File: src/rtl/tpu_pkg.sv
// Shared types for the systolic-array front end: skew FSM states and
// the default activation element.
package tpu_pkg;

    localparam int DEFAULT_DATA_W = 8;

    typedef logic [DEFAULT_DATA_W-1:0] act_t;

    typedef enum logic [1:0] {
        SKEW_IDLE   = 2'd0,
        SKEW_STREAM = 2'd1,
        SKEW_DRAIN  = 2'd2
    } skew_state_e;

endpackage

File: src/rtl/skew_delay_line.sv
// Fixed-depth shift register of {valid, data}; data is forced to zero when
// not valid so downstream never sees stale values.
module skew_delay_line #(
    parameter int DEPTH  = 1,
    parameter int DATA_W = 8
) (
    input  logic              clk,
    input  logic              rst,
    input  logic              valid_i,
    input  logic [DATA_W-1:0] data_i,
    output logic              valid_o,
    output logic [DATA_W-1:0] data_o
);

    logic              valid_q [DEPTH];
    logic [DATA_W-1:0] data_q  [DEPTH];

    always_ff @(posedge clk or posedge rst) begin
        if (rst) begin
            for (int i = 0; i < DEPTH; i++) begin
                valid_q[i] <= 1'b0;
                data_q[i]  <= '0;
            end
        end else begin
            valid_q[0] <= valid_i;
            data_q[0]  <= valid_i ? data_i : '0;
            for (int i = 1; i < DEPTH; i++) begin
                valid_q[i] <= valid_q[i-1];
                data_q[i]  <= data_q[i-1];
            end
        end
    end

    assign valid_o = valid_q[DEPTH-1];
    assign data_o  = data_q[DEPTH-1];

endmodule

File: src/rtl/mmu_input_skew.sv
// Feeds the systolic MAC array: diagonally skews each accepted activation
// vector and tracks tile boundaries, draining the skew before tile_done.
module mmu_input_skew
    import tpu_pkg::*;
#(
    parameter int SIZE   = 2,
    parameter int DATA_W = DEFAULT_DATA_W
) (
    input  logic              clk,
    input  logic              rst,
    input  logic              in_valid,
    output logic              in_ready,
    input  logic              in_last,
    input  logic [DATA_W-1:0] in_data   [SIZE],
    output logic [DATA_W-1:0] data_out  [SIZE],
    output logic [SIZE-1:0]   row_valid,
    output logic              run,
    output logic              busy,
    output logic              tile_done
);

    localparam int              CNT_W      = $clog2(SIZE) + 1;
    localparam logic [CNT_W-1:0] DRAIN_INIT = CNT_W'(SIZE - 1);

    skew_state_e      state_q, state_d;
    logic [CNT_W-1:0] cnt_q, cnt_d;
    logic             tile_done_q, tile_done_d;
    logic             accept;

    // Ready depends on state only so upstream can never form a comb loop.
    assign in_ready = (state_q != SKEW_DRAIN);
    assign accept   = in_valid && in_ready;

    always_comb begin
        state_d     = state_q;
        cnt_d       = cnt_q;
        tile_done_d = 1'b0;
        case (state_q)
            SKEW_IDLE, SKEW_STREAM: begin
                if (accept) begin
                    if (in_last) begin
                        state_d = SKEW_DRAIN;
                        cnt_d   = DRAIN_INIT;
                    end else begin
                        state_d = SKEW_STREAM;
                    end
                end
            end
            SKEW_DRAIN: begin
                if (cnt_q == '0) begin
                    state_d     = SKEW_IDLE;
                    tile_done_d = 1'b1;
                end else begin
                    cnt_d = cnt_q - CNT_W'(1);
                end
            end
            default: state_d = SKEW_IDLE;
        endcase
    end

    always_ff @(posedge clk or posedge rst) begin
        if (rst) begin
            state_q     <= SKEW_IDLE;
            cnt_q       <= '0;
            tile_done_q <= 1'b0;
        end else begin
            state_q     <= state_d;
            cnt_q       <= cnt_d;
            tile_done_q <= tile_done_d;
        end
    end

    // Row r gets r+1 stages, so row r lags row 0 by exactly r cycles.
    generate
        for (genvar gi = 0; gi < SIZE; gi++) begin : g_row
            skew_delay_line #(
                .DEPTH  (gi + 1),
                .DATA_W (DATA_W)
            ) u_line (
                .clk     (clk),
                .rst     (rst),
                .valid_i (accept),
                .data_i  (in_data[gi]),
                .valid_o (row_valid[gi]),
                .data_o  (data_out[gi])
            );
        end
    endgenerate

    assign run       = |row_valid;
    assign busy      = (state_q != SKEW_IDLE);
    assign tile_done = tile_done_q;

endmodule

File: config.mk
export PLATFORM = sky130hd
export DESIGN_NAME = mmu_input_skew
export DESIGN_NICKNAME = d
export VERILOG_FILES = /design/src/rtl/tpu_pkg.sv /design/src/rtl/skew_delay_line.sv /design/src/rtl/mmu_input_skew.sv
export SDC_FILE = /design/constraint.sdc
export NUM_CORES = 1
export LEC_CHECK = 0
export CORE_ASPECT_RATIO = 1.1
export CORE_MARGIN = 10
export CORE_UTILIZATION = 35
export CTS_CLUSTER_SIZE = 28
export DETAILED_ROUTE_END_ITERATION = 6
export HOLD_SLACK_MARGIN = 0.15
export PLACE_DENSITY = 0.62
export SETUP_SLACK_MARGIN = 0.5
export SLEW_MARGIN = 15
export SYNTH_ARGS = -nofsm -noshare
export SYNTH_HDL_FRONTEND = slang
export SYNTH_SLANG_ARGS = --single-unit
File: constraint.sdc
create_clock -name clk -period 3.14 [get_ports clk]
set_input_delay 0.628 -clock clk [delete_from_list [all_inputs] [get_ports clk]]
set_output_delay 0.628 -clock clk [all_outputs]
set_load 0.03 [all_outputs]
==> results.json <==
{
  "synth_edf_count": 0,
  "syn_inst": 84,
  "dieArea_mm2": 0.006029,
  "postSynthAreaPerCell_um2": 13.84,
  "min_path_type": "reg -> reg",
  "fin_skew_ns": 0.005304,
  "r2r_setup_slack_ns": 1.75,
  "netlist_top_cells_count": "dfrtp_1 (31), and3b_1 (16), buf_4 (11)",
  "powerDensity_mw_per_mm2": 706.8,
  "outcome": "finished clean",
  "hp-start": "g_row[1].u_line.data_q[13]",
  "ioPinCount": 42,
  "ys_warn_count": 0,
  "cp.required_ns": 2.51,
  "synth_area_leaders": "dfrtp_1 (67%), and3b_1 (12%), buf_4 (7.1%)",
  "area_growth_pct": 35.74,
  "clk_pin_slew_worst_paths_ns": 0.09,
  "cp_max_fo": 19,
  "synth.net_count": 105,
  "start_kind": "register",
  "grt_max_degree": 32,
  "portBuffers": 41,
  "grt_pass1_vias": 740,
  "gp_congestion": 0.7132,
  "ctsHoldBuffers": 0,
  "peakVddDrop_mv": 0.3174,
  "final_net_count": 140,
  "cap_viol_max_count": 0,
  "dpl.hpwl_mm": 1.733,
  "htree_num_levels": 2,
  "cts_sinks": 31,
  "post_cts_resized": 0,
  "grt_overflow": 0,
  "layout_min_cycle_time_ns": 2.403,
  "setup_viol": 0,
  "drive_above_1_share": 0.1008,
  "cts_tree": "yes",
  "cts_buffers": 5,
  "worstReg2RegStart": "cnt_q[0]",
  "final_cells": 153,
  "yosysSeqAreaShare": 0.6674,
  "hold_viol": 0,
  "path_class": "reg -> out",
  "insertion_delay_ns": 0.32,
  "n_antenna_cell": 0,
  "post_cts_buffers": 0,
  "grt_use_total": 0.08296,
  "die_height_um": 80.44,
  "fp.dieW_um": 74.95,
  "drtPass1Iterations": 2,
  "finalWirelength_mm": 2.338,
  "ys.flop_type": "dfrtp_1",
  "crit_start": "state_q[1]",
  "synth_top_area_frac": 0.6674,
  "cp_top_family": "buffers and inverters",
  "vias": 705,
  "cts-root-buf": "clkbuf_4",
  "crit_chain": "and2b_4 -> inv_1 -> clkdlybuf4s50_1",
  "ys_types": 21,
  "ys_async_sr_fraction": 1.000,
  "antenna_found_initial": 0,
  "grt_pass1_wl_mm": 3.601,
  "grt_setup_unrepaired": "false",
  "drt-initial-drc-count": 61,
  "yosysTopAreaCell": "dfrtp_1",
  "power_leakage_nw": 0.7561,
  "cp_num_cells": 3,
  "vias_per_cell": 4.608,
  "hold_depth": 0,
  "ff2ff_path_depth": 4,
  "yosysMostFrequentCell": "dfrtp_1",
  "syn_area_mm2": 0.001162,
  "end_kind": "output pin",
  "initial_core_util": 0.3717,
  "wl_per_cell_um": 15.28,
  "final_antenna_net_count": 0,
  "tightest_slew_ns": 0.5398,
  "ys_seq_elements": 31,
  "dp.cells": 146,
  "max_stage_delay_ns": 0.66,
  "cp.arrival_ns": 1.78,
  "setup_tns_ns": 0,
  "period_share": 0.7654,
  "critPathSlowestCell": "clkdlybuf4s50_1",
  "critPathBufInv": 2,
  "fp.coreArea_mm2": 0.003127,
  "relSlewSlack": 0.6390,
  "num_rows": 21,
  "drc": 0,
  "fmax_ghz": 0.4161,
  "maxSlewViolCount": 0,
  "power_mw": 1.115,
  "cts_max_path_buffers": 2
}
## cells by family after synthesis
kind of cell             count (synthesis)  share of synthesized area
adder cells (fa/ha/maj)                  1                    0.01076
buffers and inverters                   18                     0.1001
AO/OA/AOI/OAI                            5                    0.03015
AND/OR/NAND/NOR                         29                     0.1916
flip-flops                              31                     0.6674
## where the power goes
part / internal (mW) / switching (mW) / total (mW)
Clock: 0.104 / 0.126 / 0.230
Combinational: 0.180 / 0.197 / 0.377
Sequential: 0.468 / 0.0401 / 0.509
## metrics by stage
stage | area [µm²] | setup slack [ns] | utilization | hold WS [ns]
floorplan | 1162 | 1.527 | - | 0.3312
global placement | 1521 | 1.091 | 0.4866 | 0.3323
detailed placement | 1521 | 1.080 | 0.4866 | 0.3364
CTS | 1578 | 0.6999 | 0.5046 | 0.3574
global route | 1578 | 0.6374 | 0.5046 | 0.3664
finish | 1578 | 0.7367 | 0.5046 | 0.3542
## state kept, by name (all words and copies together), names as in the netlist
name	count
cnt_q	2
g_row.u_line.data_q	8
g_row.u_line.valid_o	1
g_row.u_line.data_o	16
state_q	2
g_row.u_line.valid_q	1
tile_done	1
## worst reg2reg max path, stage by stage (launching register included)
cell and delay (ns):
dfrtp_1 0.40, inv_1 0.06, ha_1 0.24, or4b_1 0.52, o311ai_1 0.08
## cell usage in the layout, fill, tap and decap left out, types with 2 or more instances in the layout
cell type,n
dfrtp_1,31
nor2_1,2
and2_1,2
or2_2,2
clkdlybuf4s50_1,41
inv_1,4
o21ai_0,2
clkbuf_4,5
and3b_1,16
## final timing paths
path                                             endpoint
worst max-delay path                             in_ready
worst min-delay path            g_row[1].u_line.data_o[5]
worst max register to register                   cnt_q[1]
worst min register to register  g_row[1].u_line.data_o[5]
max in group asynchronous       g_row[1].u_line.data_o[5]
min in group asynchronous       g_row[0].u_line.data_o[1]
## per-layer routing
layer | routed length [µm] | GRT usage | vias up
met5 | 0 | 0 | -
met4 | 80 | 0.06818 | 0
met3 | 181 | 0.03321 | 7
met2 | 1254 | 0.1356 | 23
met1 | 822 | 0.07991 | 334
li1 | - | - | 341
## area by class of cell
cell class / count / area (µm²)
Sequential cell: 31 / 775.7
Multi-Input combinational cell: 35 / 270.3
Tap cell: 34 / 42.54
Inverter: 4 / 15.01
Fill cell: 277 / 1549
Clock inverter: 1 / 5.005
Timing Repair Buffer: 42 / 417.9
Clock buffer: 6 / 51.30
Power figures use the tool's default switching activity.
